$ cat src/rtl/apb_timer_slave_pkg.sv
// Shared definitions for the APB timer slave: register offsets, bit positions
// and the protocol FSM encoding.
package apb_timer_slave_pkg;

   typedef enum logic [1:0] {
      IDLE   = 2'b00,
      SETUP  = 2'b01,
      ACCESS = 2'b10
   } apb_state_t;

   localparam logic [31:0] REG_SCRATCH = 32'h0000_0000;
   localparam logic [31:0] REG_CTRL    = 32'h0000_0004;
   localparam logic [31:0] REG_COUNT   = 32'h0000_0008;
   localparam logic [31:0] REG_COMPARE = 32'h0000_000C;
   localparam logic [31:0] REG_STATUS  = 32'h0000_0010;

   localparam int CTRL_EN_BIT     = 0;
   localparam int CTRL_IRQ_EN_BIT = 1;
   localparam int CTRL_CLR_BIT    = 2;

   localparam int STATUS_MATCH_BIT  = 0;
   localparam int STATUS_ERRCNT_LSB = 8;
   localparam int STATUS_ERRCLR_BIT = 31;

endpackage

$ cat src/rtl/apb_timer_slave_monitor.sv
// APB2 protocol tracker: follows the SETUP/ACCESS sequence of the selected slave
// and pulses o_err for every malformed cycle.
module apb_protocol_monitor
   import apb_timer_slave_pkg::*;
(
   input  logic        i_clk,
   input  logic        i_rst,
   input  logic        i_sel,
   input  logic        i_enable,
   input  logic        i_write,
   input  logic [31:0] i_addr,
   output logic [1:0]  o_state,
   output logic        o_err
);

   apb_state_t  r_state;
   apb_state_t  w_state_nxt;
   logic [31:0] r_setup_addr;
   logic        r_setup_write;
   logic        w_mismatch;

   // Address/direction are captured whenever a setup phase is entered, so the
   // access phase can be compared against them.
   always_ff @(posedge i_clk or posedge i_rst) begin
      if (i_rst) begin
         r_state       <= IDLE;
         r_setup_addr  <= '0;
         r_setup_write <= 1'b0;
      end else begin
         r_state <= w_state_nxt;
         if (w_state_nxt == SETUP) begin
            r_setup_addr  <= i_addr;
            r_setup_write <= i_write;
         end
      end
   end

   always_comb begin
      w_state_nxt = IDLE;
      case (r_state)
         IDLE:    if (i_sel && !i_enable) w_state_nxt = SETUP;
         SETUP: begin
            if (i_sel && i_enable) w_state_nxt = ACCESS;
            else if (i_sel)        w_state_nxt = SETUP;
         end
         ACCESS:  if (i_sel && !i_enable) w_state_nxt = SETUP;
         default: w_state_nxt = IDLE;
      endcase
   end

   assign w_mismatch = (i_addr != r_setup_addr) || (i_write != r_setup_write);

   always_comb begin
      o_err = 1'b0;
      case (r_state)
         IDLE:    o_err = i_sel && i_enable;
         SETUP:   o_err = !(i_sel && i_enable) || w_mismatch;
         ACCESS:  o_err = i_sel && i_enable;
         default: o_err = 1'b0;
      endcase
   end

   assign o_state = r_state;

endmodule

$ cat src/rtl/apb_timer_slave.sv
// APB2 completer with scratch/control/compare registers, a free-running counter
// with match interrupt, and a saturating count of protocol errors.
module apb_timer_slave
   import apb_timer_slave_pkg::*;
#(
   parameter int SEL_IDX  = 0,
   parameter int OFFSET_W = 8,
   parameter int ERRCNT_W = 8
) (
   input  logic        Hclk,
   input  logic        Hreset,
   input  logic [2:0]  Pselx,
   input  logic        Penable,
   input  logic        Pwrite,
   input  logic [31:0] Paddr,
   input  logic [31:0] Pwdata,
   output logic [31:0] Prdata,
   output logic        irq
);

   logic                w_sel;
   logic [1:0]          w_state;
   logic                w_err;
   logic                w_commit;
   logic                w_rd_load;
   logic [31:0]         w_off;
   logic [31:0]         w_rdata;
   logic [31:0]         w_ctrl_rd;
   logic [31:0]         w_status_rd;
   logic [31:0]         w_count_nxt;
   logic                w_wr_scratch;
   logic                w_wr_ctrl;
   logic                w_wr_compare;
   logic                w_wr_status;
   logic                w_clr;
   logic                w_match_set;
   logic                w_match_w1c;
   logic                w_errcnt_clr;

   logic [31:0]         r_scratch;
   logic                r_en;
   logic                r_irq_en;
   logic [31:0]         r_count;
   logic [31:0]         r_compare;
   logic                r_match;
   logic [ERRCNT_W-1:0] r_errcnt;
   logic [31:0]         r_prdata;

   assign w_sel = |(Pselx & (3'b001 << SEL_IDX));

   apb_protocol_monitor u_mon (
      .i_clk    (Hclk),
      .i_rst    (Hreset),
      .i_sel    (w_sel),
      .i_enable (Penable),
      .i_write  (Pwrite),
      .i_addr   (Paddr),
      .o_state  (w_state),
      .o_err    (w_err)
   );

   // Word offset within the decoded window; byte lane bits and upper bits drop out.
   always_comb begin
      w_off                 = '0;
      w_off[OFFSET_W-1:2]   = Paddr[OFFSET_W-1:2];
   end

   // The monitor still sits in SETUP during the access cycle of a good transfer.
   assign w_commit  = w_sel && Penable && Pwrite && (w_state == SETUP);
   assign w_rd_load = w_sel && !Penable;

   assign w_wr_scratch = w_commit && (w_off == REG_SCRATCH);
   assign w_wr_ctrl    = w_commit && (w_off == REG_CTRL);
   assign w_wr_compare = w_commit && (w_off == REG_COMPARE);
   assign w_wr_status  = w_commit && (w_off == REG_STATUS);

   assign w_clr        = w_wr_ctrl && Pwdata[CTRL_CLR_BIT];
   assign w_match_w1c  = w_wr_status && Pwdata[STATUS_MATCH_BIT];
   assign w_errcnt_clr = w_wr_status && Pwdata[STATUS_ERRCLR_BIT];

   always_comb begin
      if (w_clr)     w_count_nxt = '0;
      else if (r_en) w_count_nxt = r_count + 32'd1;
      else           w_count_nxt = r_count;
   end

   assign w_match_set = r_en && (w_count_nxt == r_compare);

   always_comb begin
      w_ctrl_rd                  = '0;
      w_ctrl_rd[CTRL_EN_BIT]     = r_en;
      w_ctrl_rd[CTRL_IRQ_EN_BIT] = r_irq_en;
   end

   always_comb begin
      w_status_rd                                  = '0;
      w_status_rd[STATUS_MATCH_BIT]                = r_match;
      w_status_rd[STATUS_ERRCNT_LSB +: ERRCNT_W]   = r_errcnt;
   end

   always_comb begin
      w_rdata = '0;
      case (w_off)
         REG_SCRATCH: w_rdata = r_scratch;
         REG_CTRL:    w_rdata = w_ctrl_rd;
         REG_COUNT:   w_rdata = r_count;
         REG_COMPARE: w_rdata = r_compare;
         REG_STATUS:  w_rdata = w_status_rd;
         default:     w_rdata = '0;
      endcase
   end

   always_ff @(posedge Hclk or posedge Hreset) begin
      if (Hreset) begin
         r_scratch <= '0;
         r_en      <= 1'b0;
         r_irq_en  <= 1'b0;
         r_compare <= '0;
      end else begin
         if (w_wr_scratch) r_scratch <= Pwdata;
         if (w_wr_ctrl) begin
            r_en     <= Pwdata[CTRL_EN_BIT];
            r_irq_en <= Pwdata[CTRL_IRQ_EN_BIT];
         end
         if (w_wr_compare) r_compare <= Pwdata;
      end
   end

   // A match detected in the same cycle as a W1C keeps the flag set.
   always_ff @(posedge Hclk or posedge Hreset) begin
      if (Hreset) begin
         r_count <= '0;
         r_match <= 1'b0;
      end else begin
         r_count <= w_count_nxt;
         if (w_match_set)      r_match <= 1'b1;
         else if (w_match_w1c) r_match <= 1'b0;
      end
   end

   always_ff @(posedge Hclk or posedge Hreset) begin
      if (Hreset) begin
         r_errcnt <= '0;
      end else if (w_errcnt_clr) begin
         r_errcnt <= w_err ? ERRCNT_W'(1) : '0;
      end else if (w_err && !(&r_errcnt)) begin
         r_errcnt <= r_errcnt + ERRCNT_W'(1);
      end
   end

   // Read data is valid only through the access cycle; zero otherwise.
   always_ff @(posedge Hclk or posedge Hreset) begin
      if (Hreset) r_prdata <= '0;
      else        r_prdata <= w_rd_load ? w_rdata : '0;
   end

   assign Prdata = r_prdata;
   assign irq    = r_match && r_irq_en;

endmodule
$ cat config.mk
export PLATFORM = sky130hd
export DESIGN_NAME = apb_timer_slave
export DESIGN_NICKNAME = d
export VERILOG_FILES = /design/src/rtl/apb_timer_slave_pkg.sv /design/src/rtl/apb_timer_slave_monitor.sv /design/src/rtl/apb_timer_slave.sv
export SDC_FILE = /design/constraint.sdc
export NUM_CORES = 1
export LEC_CHECK = 0
export ABC_AREA = 1
export CORE_MARGIN = 2
export CORE_UTILIZATION = 51
export DETAILED_ROUTE_END_ITERATION = 16
export HOLD_SLACK_MARGIN = 0.02
export PLACE_DENSITY = 0.76
export SLEW_MARGIN = 25
export SYNTH_ARGS = -nofsm -noshare
export SYNTH_HDL_FRONTEND = slang
export SYNTH_HIERARCHICAL = 1
export SYNTH_SLANG_ARGS = --single-unit
$ cat constraint.sdc
create_clock -name Hclk -period 4.9 [get_ports Hclk]
set_clock_uncertainty 0.15 [all_clocks]
set_input_delay 0.98 -clock Hclk [delete_from_list [all_inputs] [get_ports Hclk]]
set_output_delay 0.98 -clock Hclk [all_outputs]
set_load 0.01 [all_outputs]
After elaboration in Yosys (flattened, before gate mapping) --
Index checks and enable logic that the tools add are counted.
Cells by class: multiplexer cells 14, equal/unequal tests 10, add/sub/neg operators 2, reductions and logical operators 25
Operators with widths (number):
- one-hot mux 32 bit (5 select lines) | 1
- two-way mux 32 bit | 3
- adder 32 x 1 -> 32 bit (second input constant) | 1
- == test 32 bit | 1
- logical NOT 32 bit | 1
- != test 32 bit | 1
- two-way mux 8 bit | 2
- logical AND 1 bit | 14
- == test 6 x 2 -> 1 bit (second input constant) | 2
- adder 8 x 1 -> 8 bit (second input constant) | 1
- AND reduction 8 bit | 1
- == test 6 x 1 -> 1 bit (second input constant) | 1
- == test 6 x 3 -> 1 bit (second input constant) | 1
- two-way mux 1 bit | 5
- == test 2 x 1 -> 1 bit (second input constant) | 2
- one-hot mux 2 bit (2 select lines) | 1
- nonzero test 2 bit | 2
- logical NOT 1 bit | 3
- == test 2 bit (second input constant) | 1
- logical NOT 2 bit | 1
- logical OR 1 bit | 2
- two-way mux 2 bit | 1
- one-hot mux 1 bit (2 select lines) | 1
- OR reduction 2 bit | 1
- != test 1 bit | 1
Word-level totals: bits of input ports 71, output and inout bits 33, word-level logic and storage cells 62, flip-flop bits (word level) 174

Logic depth before layout (Yosys ltp) --
Gate-level depths: netlist (run 1).
depth in word-level cells 9, gate-level depth with buffers 17

By module --
The synthesis (run 1) kept the hierarchy.
Modules (own cells, without submodules):
- apb_timer_slave | times used 1, area an instance 7340.8 um^2, cells each 989, seq. area each 3478.3 um^2
- apb_protocol_monitor | times used 1, area an instance 1869.3 um^2, cells each 268, seq. area each 875.8 um^2

Worst setup path before layout (run 1) --
OpenSTA, ideal clock, no wires.
path kind input -> register, start in Paddr[7], end reg r_match, arrival time 2.251 ns, cell stages on the path 12, setup time 0.065 ns, path slack 2.434 ns, cell sequence nor2_1 > nand2_2 > nor2_4 > nand3_4 > buf_6 > buf_2 > nand4_1 > nand2_1 > nand3b_1 > nor2_1 > nand3_1 > nand2_1
On the way: cells in the longest elaborated chain, start to end 7, elaborated cells on any way between the ends 11, those cells by class eq/ne: 3; mux: 2; reduce/logical: 6
Ends and longest elaborated chain:
- from (decl) | RTL line apb_timer_slave.sv:15 | input logic [31:0] Paddr,
- == test 6 x 1 -> 1 bit | RTL line apb_timer_slave.sv:73 | assign w_wr_ctrl = w_commit && (w_off == REG_CTRL);
- logical AND 1 bit | RTL line apb_timer_slave.sv:73
- logical AND 1 bit | RTL line apb_timer_slave.sv:77 | assign w_clr = w_wr_ctrl && Pwdata[CTRL_CLR_BIT];
- two-way mux 32 bit | RTL line apb_timer_slave.sv:82 | if (w_clr) w_count_nxt = '0;
- == test 32 bit | RTL line apb_timer_slave.sv:87 | assign w_match_set = r_en && (w_count_nxt == r_compare);
- logical AND 1 bit | RTL line apb_timer_slave.sv:87
- two-way mux 1 bit or nonzero test 2 bit (tied branches)
- to (signal assigned) | RTL line apb_timer_slave.sv:133 | r_match <= 1'b0;
- to (signal assigned) | RTL line apb_timer_slave.sv:136 | if (w_match_set) r_match <= 1'b1;
- to (signal assigned) | RTL line apb_timer_slave.sv:137 | else if (w_match_w1c) r_match <= 1'b0;
- to (decl) | RTL line apb_timer_slave.sv:45 | logic r_match;
Parallel ways exist; a longest one is shown, timed or not. A chain may end at the register's enable or synchronous reset.

Final worst setup path (run 1) --
start in Penable, end reg r_match
On the way: cells in the longest elaborated chain, start to end 9, elaborated cells on any way between the ends 12, those cells by class eq/ne: 1; mux: 2; reduce/logical: 9
Ends and longest elaborated chain:
- from (decl) | RTL line apb_timer_slave.sv:13 | input logic Penable,
- logical AND 1 bit * (3 in series) | RTL line apb_timer_slave.sv:69 | assign w_commit = w_sel && Penable && Pwrite && (w_state == SETUP);
- logical AND 1 bit * | RTL line apb_timer_slave.sv:73
- logical AND 1 bit * | RTL line apb_timer_slave.sv:77
- two-way mux 32 bit * | RTL line apb_timer_slave.sv:82
- net w_count_nxt[1] | RTL line apb_timer_slave.sv:30 | logic [31:0] w_count_nxt;
- == test 32 bit * | RTL line apb_timer_slave.sv:87
- logical AND 1 bit * | RTL line apb_timer_slave.sv:87
- two-way mux 1 bit or nonzero test 2 bit (tied branches)
The timed path passes the listed nets; every way through them passes the cells marked *.

==> results of run 1 <==
metal layers:
layer | up-vias | track usage | share of wire
met5 | - | 0 | 0
met4 | 0 | 0.0704 | 0.019
met3 | 33 | 0.0585 | 0.065
met2 | 245 | 0.398 | 0.47
met1 | 3802 | 0.327 | 0.45
li1 | 4118 | - | -
worst min path at each step:
stage	start	end	slack [ns]	cells after the start
CTS	r_scratch[24]$_DFFE_PP0P_	r_scratch[24]$_DFFE_PP0P_	0.34	2
finish	r_scratch[24]$_DFFE_PP0P_	r_scratch[24]$_DFFE_PP0P_	0.34	2
global route	r_scratch[24]$_DFFE_PP0P_	r_scratch[24]$_DFFE_PP0P_	0.35	2
global placement	r_scratch[6]$_DFFE_PP0P_	r_scratch[6]$_DFFE_PP0P_	0.32	2
detailed placement	r_scratch[24]$_DFFE_PP0P_	r_scratch[24]$_DFFE_PP0P_	0.32	2
floorplan	u_mon/o_state[1]$_DFF_PP0_	u_mon/o_state[1]$_DFF_PP0_	0.30	1
cell families (layout without fill, tap and decap cells):
group | after synthesis | count (layout)
and+or+nand+nor | 616 | 616
buffers and inverters | 274 | 383
AOI/OAI and AO/OA | 175 | 175
DFF | 174 | 174
xor gates and xnor gates | 16 | 16
adders and majority gates | 2 | 2
registers in the layout, indices dropped and copies added (netlist names):
register             flops
u_mon/r_setup_write      1
r_errcnt                 8
r_compare               32
r_en                     1
r_irq_en                 1
r_match                  1
r_scratch               32
u_mon/o_state            2
Prdata                  32
u_mon/r_setup_addr      32
r_count                 32
power by group through the flow:
| stage | Combinational [mW] | Sequential, mW | Clock [mW] |
|---|---|---|---|
| 2_1_floorplan | 0.221 | 1.59 | 0 |
| 3_3_place_gp | 0.329 | 1.60 | 0 |
| 3_5_place_dp | 0.341 | 1.61 | 0 |
| 4_1_cts | 0.343 | 1.58 | 1.31 |
| 5_1_grt | 0.392 | 1.59 | 1.37 |
| 6_report | 0.340 | 1.58 | 1.29 |
layout make-up:
cell class,instances,area share
clock buffer,19,0.0411
clock inverter,13,0.00919
inverter,238,0.0815
multi-input combinational,809,0.346
sequential,174,0.395
tap,229,0.0260
timing repair buffer,113,0.101
worst min-delay path, delay by kind of cell (launching register included):
kind / cells / cell delay [ns]
AO/OA/AOI/OAI: 1 / 0.06
flip-flops: 1 / 0.34
AND/OR/NAND/NOR: 1 / 0.05
cell usage after synthesis:
library cell  count
a31oi_1           2
buf_6             1
nand3b_1          4
nand3_4           1
nand3_1          69
inv_2             2
nand2_2           7
nor2_2           11
nor2_4            8
inv_1           236
xnor2_1           6
o22ai_1           6
buf_4             1
ha_1              2
and2_1            1
o221ai_1          9
dfrtp_1         174
nor4_1            2
nand4_1          26
xor2_1           10
and3_1            1
clkbuf_1         23
clkbuf_4          1
o21bai_1          3
nand2_1         394
nor3_1            6
a221oi_1          6
o21ai_1           7
nor2_1           82
a21oi_1          10
o21ai_0         114
a22oi_1          18
clkbuf_2          1
nand3_2           4
buf_2             9
per-stage QoR:
step,power (mW),hold WS [ns],util
after global placement,1.93,0.318,0.587
after floorplan,1.81,0.303,-
after CTS,3.24,0.340,0.618
final,3.22,0.338,0.618
after detailed placement,1.95,0.324,0.587
after global routing,3.36,0.352,0.618
==> flow_metrics.py, run 1 <==
metrics = {
    "critical_path": {
        "path_max_fanout": 53,
        "cp_common_cell": "nand2_1",
        "worstSetupStartpoint": "Penable",
        "crit_chain": "clkdlybuf4s50_1, nand3_1, nor2_2, buf_4, nand3_4, nand2_1, inv_1, nand2_1, nand3_1, nor2_1, nand2_1, nor2_1, nand2_1, nor2_1, nand3_1, nand2_1",
        "required_ns": 5.12,
        "path_depth": 16,
        "cp_slowest_cell": "clkdlybuf4s50_1",
        "slowest_delay_ns": 0.60,
        "worstRegToRegCells": 13,
        "crit_family": "simple AND/OR/NAND/NOR gates",
        "crit_end": "r_match$_DFFE_PP0P_",
        "r2r_start": "r_en$_DFFE_PP0N_",
        "reg2reg_slack_ns": 2.21,
        "path_class": "primary input to flip-flop",
        "end_kind": "flip-flop",
        "cp-start-kind": "primary input",
        "cp.arrival_ns": 3.57,
        "r2r-end": "r_match$_DFFE_PP0P_",
        "critPathBufInv": 3,
    },
    "cells_and_area": {
        "layout_commonest_cell": "nand2_1",
        "seqCellArea_mm2": 0.00435,
        "mostFrequentLayoutCells": "nand2_1, inv_1, dfrtp_1, o21ai_0, clkdlybuf4s50_1",
        "final_nets": 1426,
        "fin_cells": 1595,
        "final_layout_size_suffix_gt1_frac": 0.0608,
        "multi_input_area_mm2": 0.00382,
        "syn2layout_area_growth_pct": 19.7,
        "n_antenna_cell": 0,
        "design_area_mm2": 0.0110,
        "fillerInstances": 1595,
    },
    "logic_synthesis": {
        "syn_area_mm2": 0.00921,
        "synthAdderAreaFrac": 0.00272,
        "syn_area_per_cell_um2": 7.33,
        "synth_top_family_by_area": "simple AND/OR/NAND/NOR gates",
        "synth_cell_types": 35,
        "yosys.area_share.simple": 0.287,
        "ys_seq_elements": 174,
        "yosysSeqAreaShare": 0.473,
        "muxShareOfSynthArea": 0,
        "synthTopCellsByArea": "dfrtp_1, nand2_1, inv_1",
        "yosysTopAreaCell": "dfrtp_1",
        "synth-xor-area-share": 0.0152,
        "yosys.area.top_type_share": 0.473,
        "yosys_warnings": 6,
        "synth_compound_area_frac": 0.108,
        "syn_nets": 1330,
        "synth_cells": 1257,
    },
    "die": {
        "die_area_mm2": 0.0192,
        "coreArea_mm2": 0.0178,
        "pin_count": 104,
        "die_w_um": 138,
        "row_count": 49,
        "dieHeight_um": 138,
        "initial_core_util": 0.516,
    },
    "run": {
        "maxCapViolCount": 0,
    },
    "routing": {
        "drt-initial-drc-count": 534,
        "dr.pass1.iters": 5,
        "wl_per_cell_um": 14.1,
        "viasPerCell": 5.14,
        "wl_mm": 22.4,
        "drcViolationCount": 0,
        "ant_nets": 0,
        "via_count": 8198,
    },
    "timing": {
        "period_share": 0.683,
        "fmax_mhz": 299,
        "slew_headroom": 0.474,
        "setup_tns_ns": 0,
        "fin_crit_ns": 3.35,
        "tightest_slew_ns": 0.790,
        "slew_viol_final": 0,
        "rsz0062_at_grt": "no",
        "setup_ws_ns": 1.55,
        "finalSetupViolations": 0,
        "hold_violations": 0,
    },
    "power": {
        "power.switching_uw": 873,
        "power_density_mw_per_mm2": 292,
        "seqPwrFrac": 0.492,
        "internal_power_mw": 2.34,
        "p_clk_frac": 0.402,
        "power.leakage_nw": 5.69,
        "vdd_ir_drop_max_mv": 0.250,
        "power.share.combinational": 0.106,
        "p_sw_frac": 0.271,
    },
    "grt": {
        "grt.overflow.total": 0,
        "antenna_found_initial": 0,
        "grt_start_max_net_pins": 86,
        "grt_usage": 0.244,
        "grt_pass1_wl_mm": 37.8,
        "grt_pass1_vias": 7883,
    },
    "cts": {
        "cts_setup_buffers": 0,
        "cts.htree.levels": 4,
        "cts-root-buf": "clkbuf_16",
        "cts_tree": "built",
        "clk_pin_slew_ns": 0.06,
        "cts.path.max_buffers": 2,
        "insertion_delay_ns": 0.44,
        "cts_sinks": 174,
        "cts_inserted_buffers": 17,
        "hold_buffers": 0,
        "cts.repair.resized": 0,
    },
    "place": {
        "placed_area_mm2": 0.0105,
        "place_hpwl_mm": 16.1,
        "place_ws_ns": 1.12,
        "port_buffers": 101,
        "dp.cells": 1563,
        "gp_congestion": 0.917,
    },
    "run_status": {
        "outcome": "completed",
    },
    "hold_path": {
        "hp-class": "flip-flop to flip-flop",
    },
}
(Power assumes the default switching activity.)
==> run 2: changes to the inputs <==
- clock period: 4.9 -> 2.9 ns (I/O delays scaled with it)
==> flow_metrics.py, run 2 (synthesis results as in run 1) <==
metrics = {
    "grt": {
        "antenna_found_initial": 0,
        "grt_usage": 0.250,
        "grt_pass1_vias": 7984,
        "grt.overflow.total": 0,
        "grt_start_max_net_pins": 62,
        "grt_pass1_wl_mm": 39.0,
    },
    "critical_path": {
        "required_ns": 3.12,
        "worstRegToRegCells": 13,
        "end_kind": "flip-flop",
        "cp_common_cell": "nand2_1",
        "path_max_fanout": 11,
        "slowest_delay_ns": 0.59,
        "r2r_start": "r_en$_DFFE_PP0N_",
        "r2r-end": "r_match$_DFFE_PP0P_",
        "cp-start-kind": "flip-flop",
        "crit_end": "r_match$_DFFE_PP0P_",
        "cp.arrival_ns": 2.72,
        "cp_slowest_cell": "dfrtp_1",
        "path_class": "flip-flop to flip-flop",
        "reg2reg_slack_ns": 0.39,
        "worstSetupStartpoint": "r_en$_DFFE_PP0N_",
        "crit_chain": "inv_1, nor2_2, nand2_1, nor2_1, nand3_1, nand2_1, nand3_1, nand2_1, nand2_1, nand3b_1, nor2_1, nand3_1, nand2_1",
    },
    "routing": {
        "viasPerCell": 5.12,
        "wl_per_cell_um": 14.2,
        "dr.pass1.iters": 5,
        "wl_mm": 22.9,
        "drcViolationCount": 0,
        "drt-initial-drc-count": 589,
        "ant_nets": 0,
        "via_count": 8292,
    },
    "power": {
        "p_clk_frac": 0.411,
        "power_density_mw_per_mm2": 494,
        "internal_power_mw": 4.11,
        "power.leakage_nw": 5.80,
        "vdd_ir_drop_max_mv": 0.552,
        "power.share.combinational": 0.107,
        "power.switching_mw": 1.45,
        "finalPower_mw": 5.56,
        "p_sw_frac": 0.260,
        "seqPwrFrac": 0.481,
    },
    "cts": {
        "cts_sinks": 174,
        "cts_inserted_buffers": 17,
        "hold_buffers": 0,
        "cts.path.max_buffers": 2,
        "cts.htree.levels": 4,
        "cts-root-buf": "clkbuf_16",
        "insertion_delay_ns": 0.44,
        "cts_tree": "built",
        "cts.repair.resized": 0,
        "cts_setup_buffers": 0,
        "clk_pin_slew_ns": 0.06,
    },
    "place": {
        "port_buffers": 101,
        "gp_congestion": 0.942,
        "place_hpwl_mm": 16.8,
    },
    "die": {
        "die_area_mm2": 0.0192,
        "initial_core_util": 0.516,
        "pin_count": 104,
        "dieHeight_um": 138,
        "row_count": 49,
        "coreArea_mm2": 0.0178,
        "die_w_um": 138,
    },
    "timing": {
        "fin_crit_ns": 2.51,
        "hold_violations": 0,
        "slew_headroom": 0.619,
        "fmax_mhz": 399,
        "rsz0062_at_grt": "no",
        "slew_viol_final": 0,
        "setup_tns_ns": 0,
        "period_share": 0.864,
        "finalSetupViolations": 0,
        "tightest_slew_ns": 0.571,
    },
    "hold_path": {
        "hp-class": "primary input to async pin",
    },
    "cells_and_area": {
        "n_antenna_cell": 0,
        "multi_input_area_mm2": 0.00381,
        "syn2layout_area_growth_pct": 22.3,
        "final_nets": 1450,
        "fillerInstances": 1593,
        "layout_commonest_cell": "nand2_1",
        "seqCellArea_mm2": 0.00435,
        "mostFrequentLayoutCells": "nand2_1, inv_1, dfrtp_1, o21ai_0, clkdlybuf4s50_1",
        "final_layout_size_suffix_gt1_frac": 0.0749,
    },
    "run_status": {
        "outcome": "completed",
    },
    "run": {
        "maxCapViolCount": 0,
    },
}
## run 2: changes by cell type in the layout (fill, tap and decap cells not counted), moves of 2 or more
cell       delta
buf_12        +3
buf_4        +21
bufinv_16     +2
inv_6         -3
## run 2: power groups by stage
stage	combinational, mW	sequential (mW)	clock, mW
after global placement	0.577	2.71	0
after global routing	0.689	2.69	2.41
after CTS	0.603	2.67	2.33
after detailed placement	0.599	2.72	0
after floorplan	0.374	2.69	0
final	0.596	2.68	2.29
## run 2: cell type report
| type | count | share of cell area |
|---|---|---|
| clock inverter | 12 | 0.0121 |
| multi-input combinational | 809 | 0.339 |
| tap | 229 | 0.0254 |
| clock buffer | 19 | 0.0393 |
| sequential | 174 | 0.387 |
| timing repair buffer | 137 | 0.118 |
| inverter | 238 | 0.0797 |
## run 2: worst min path at each step
stage	start	end	slack, ns	depth (start not counted)
finish	Hreset	Prdata[17]$_DFF_PP0_	0.29	2
global placement	r_scratch[30]$_DFFE_PP0P_	r_scratch[30]$_DFFE_PP0P_	0.32	2
detailed placement	r_compare[11]$_DFFE_PP0P_	r_compare[11]$_DFFE_PP0P_	0.33	2
CTS	Hreset	Prdata[17]$_DFF_PP0_	0.29	2
floorplan	u_mon/o_state[1]$_DFF_PP0_	u_mon/o_state[1]$_DFF_PP0_	0.30	1
global route	Hreset	Prdata[17]$_DFF_PP0_	0.31	2
## run 2: critical path, delay by kind of cell, from the launching register on
family	cells	cell delay (ns)
AND/OR/NAND/NOR	12	1.55
flip-flops	1	0.59
buffers and inverters	1	0.16
## run 2: metrics by stage
step           hold slack (ns)  utilization  cell area [um2]  cells  setup WS, ns
6_report                 0.290        0.631            11300   1618         0.393
4_1_cts                  0.287        0.631            11300   1618         0.408
5_1_grt                  0.311        0.631            11300   1618         0.129
3_5_place_dp             0.326        0.599            10700   1587        0.0921
3_3_place_gp             0.317        0.599            10700   1587         0.123
2_1_floorplan            0.303            -             9210   1257         0.435
## run 2: metal layers
metal	track usage	up-vias	part of all wire
li1	-	4156	-
met1	0.340	3868	0.45
met2	0.410	237	0.47
met3	0.0464	31	0.059
met4	0.0741	0	0.016
met5	0	-	0
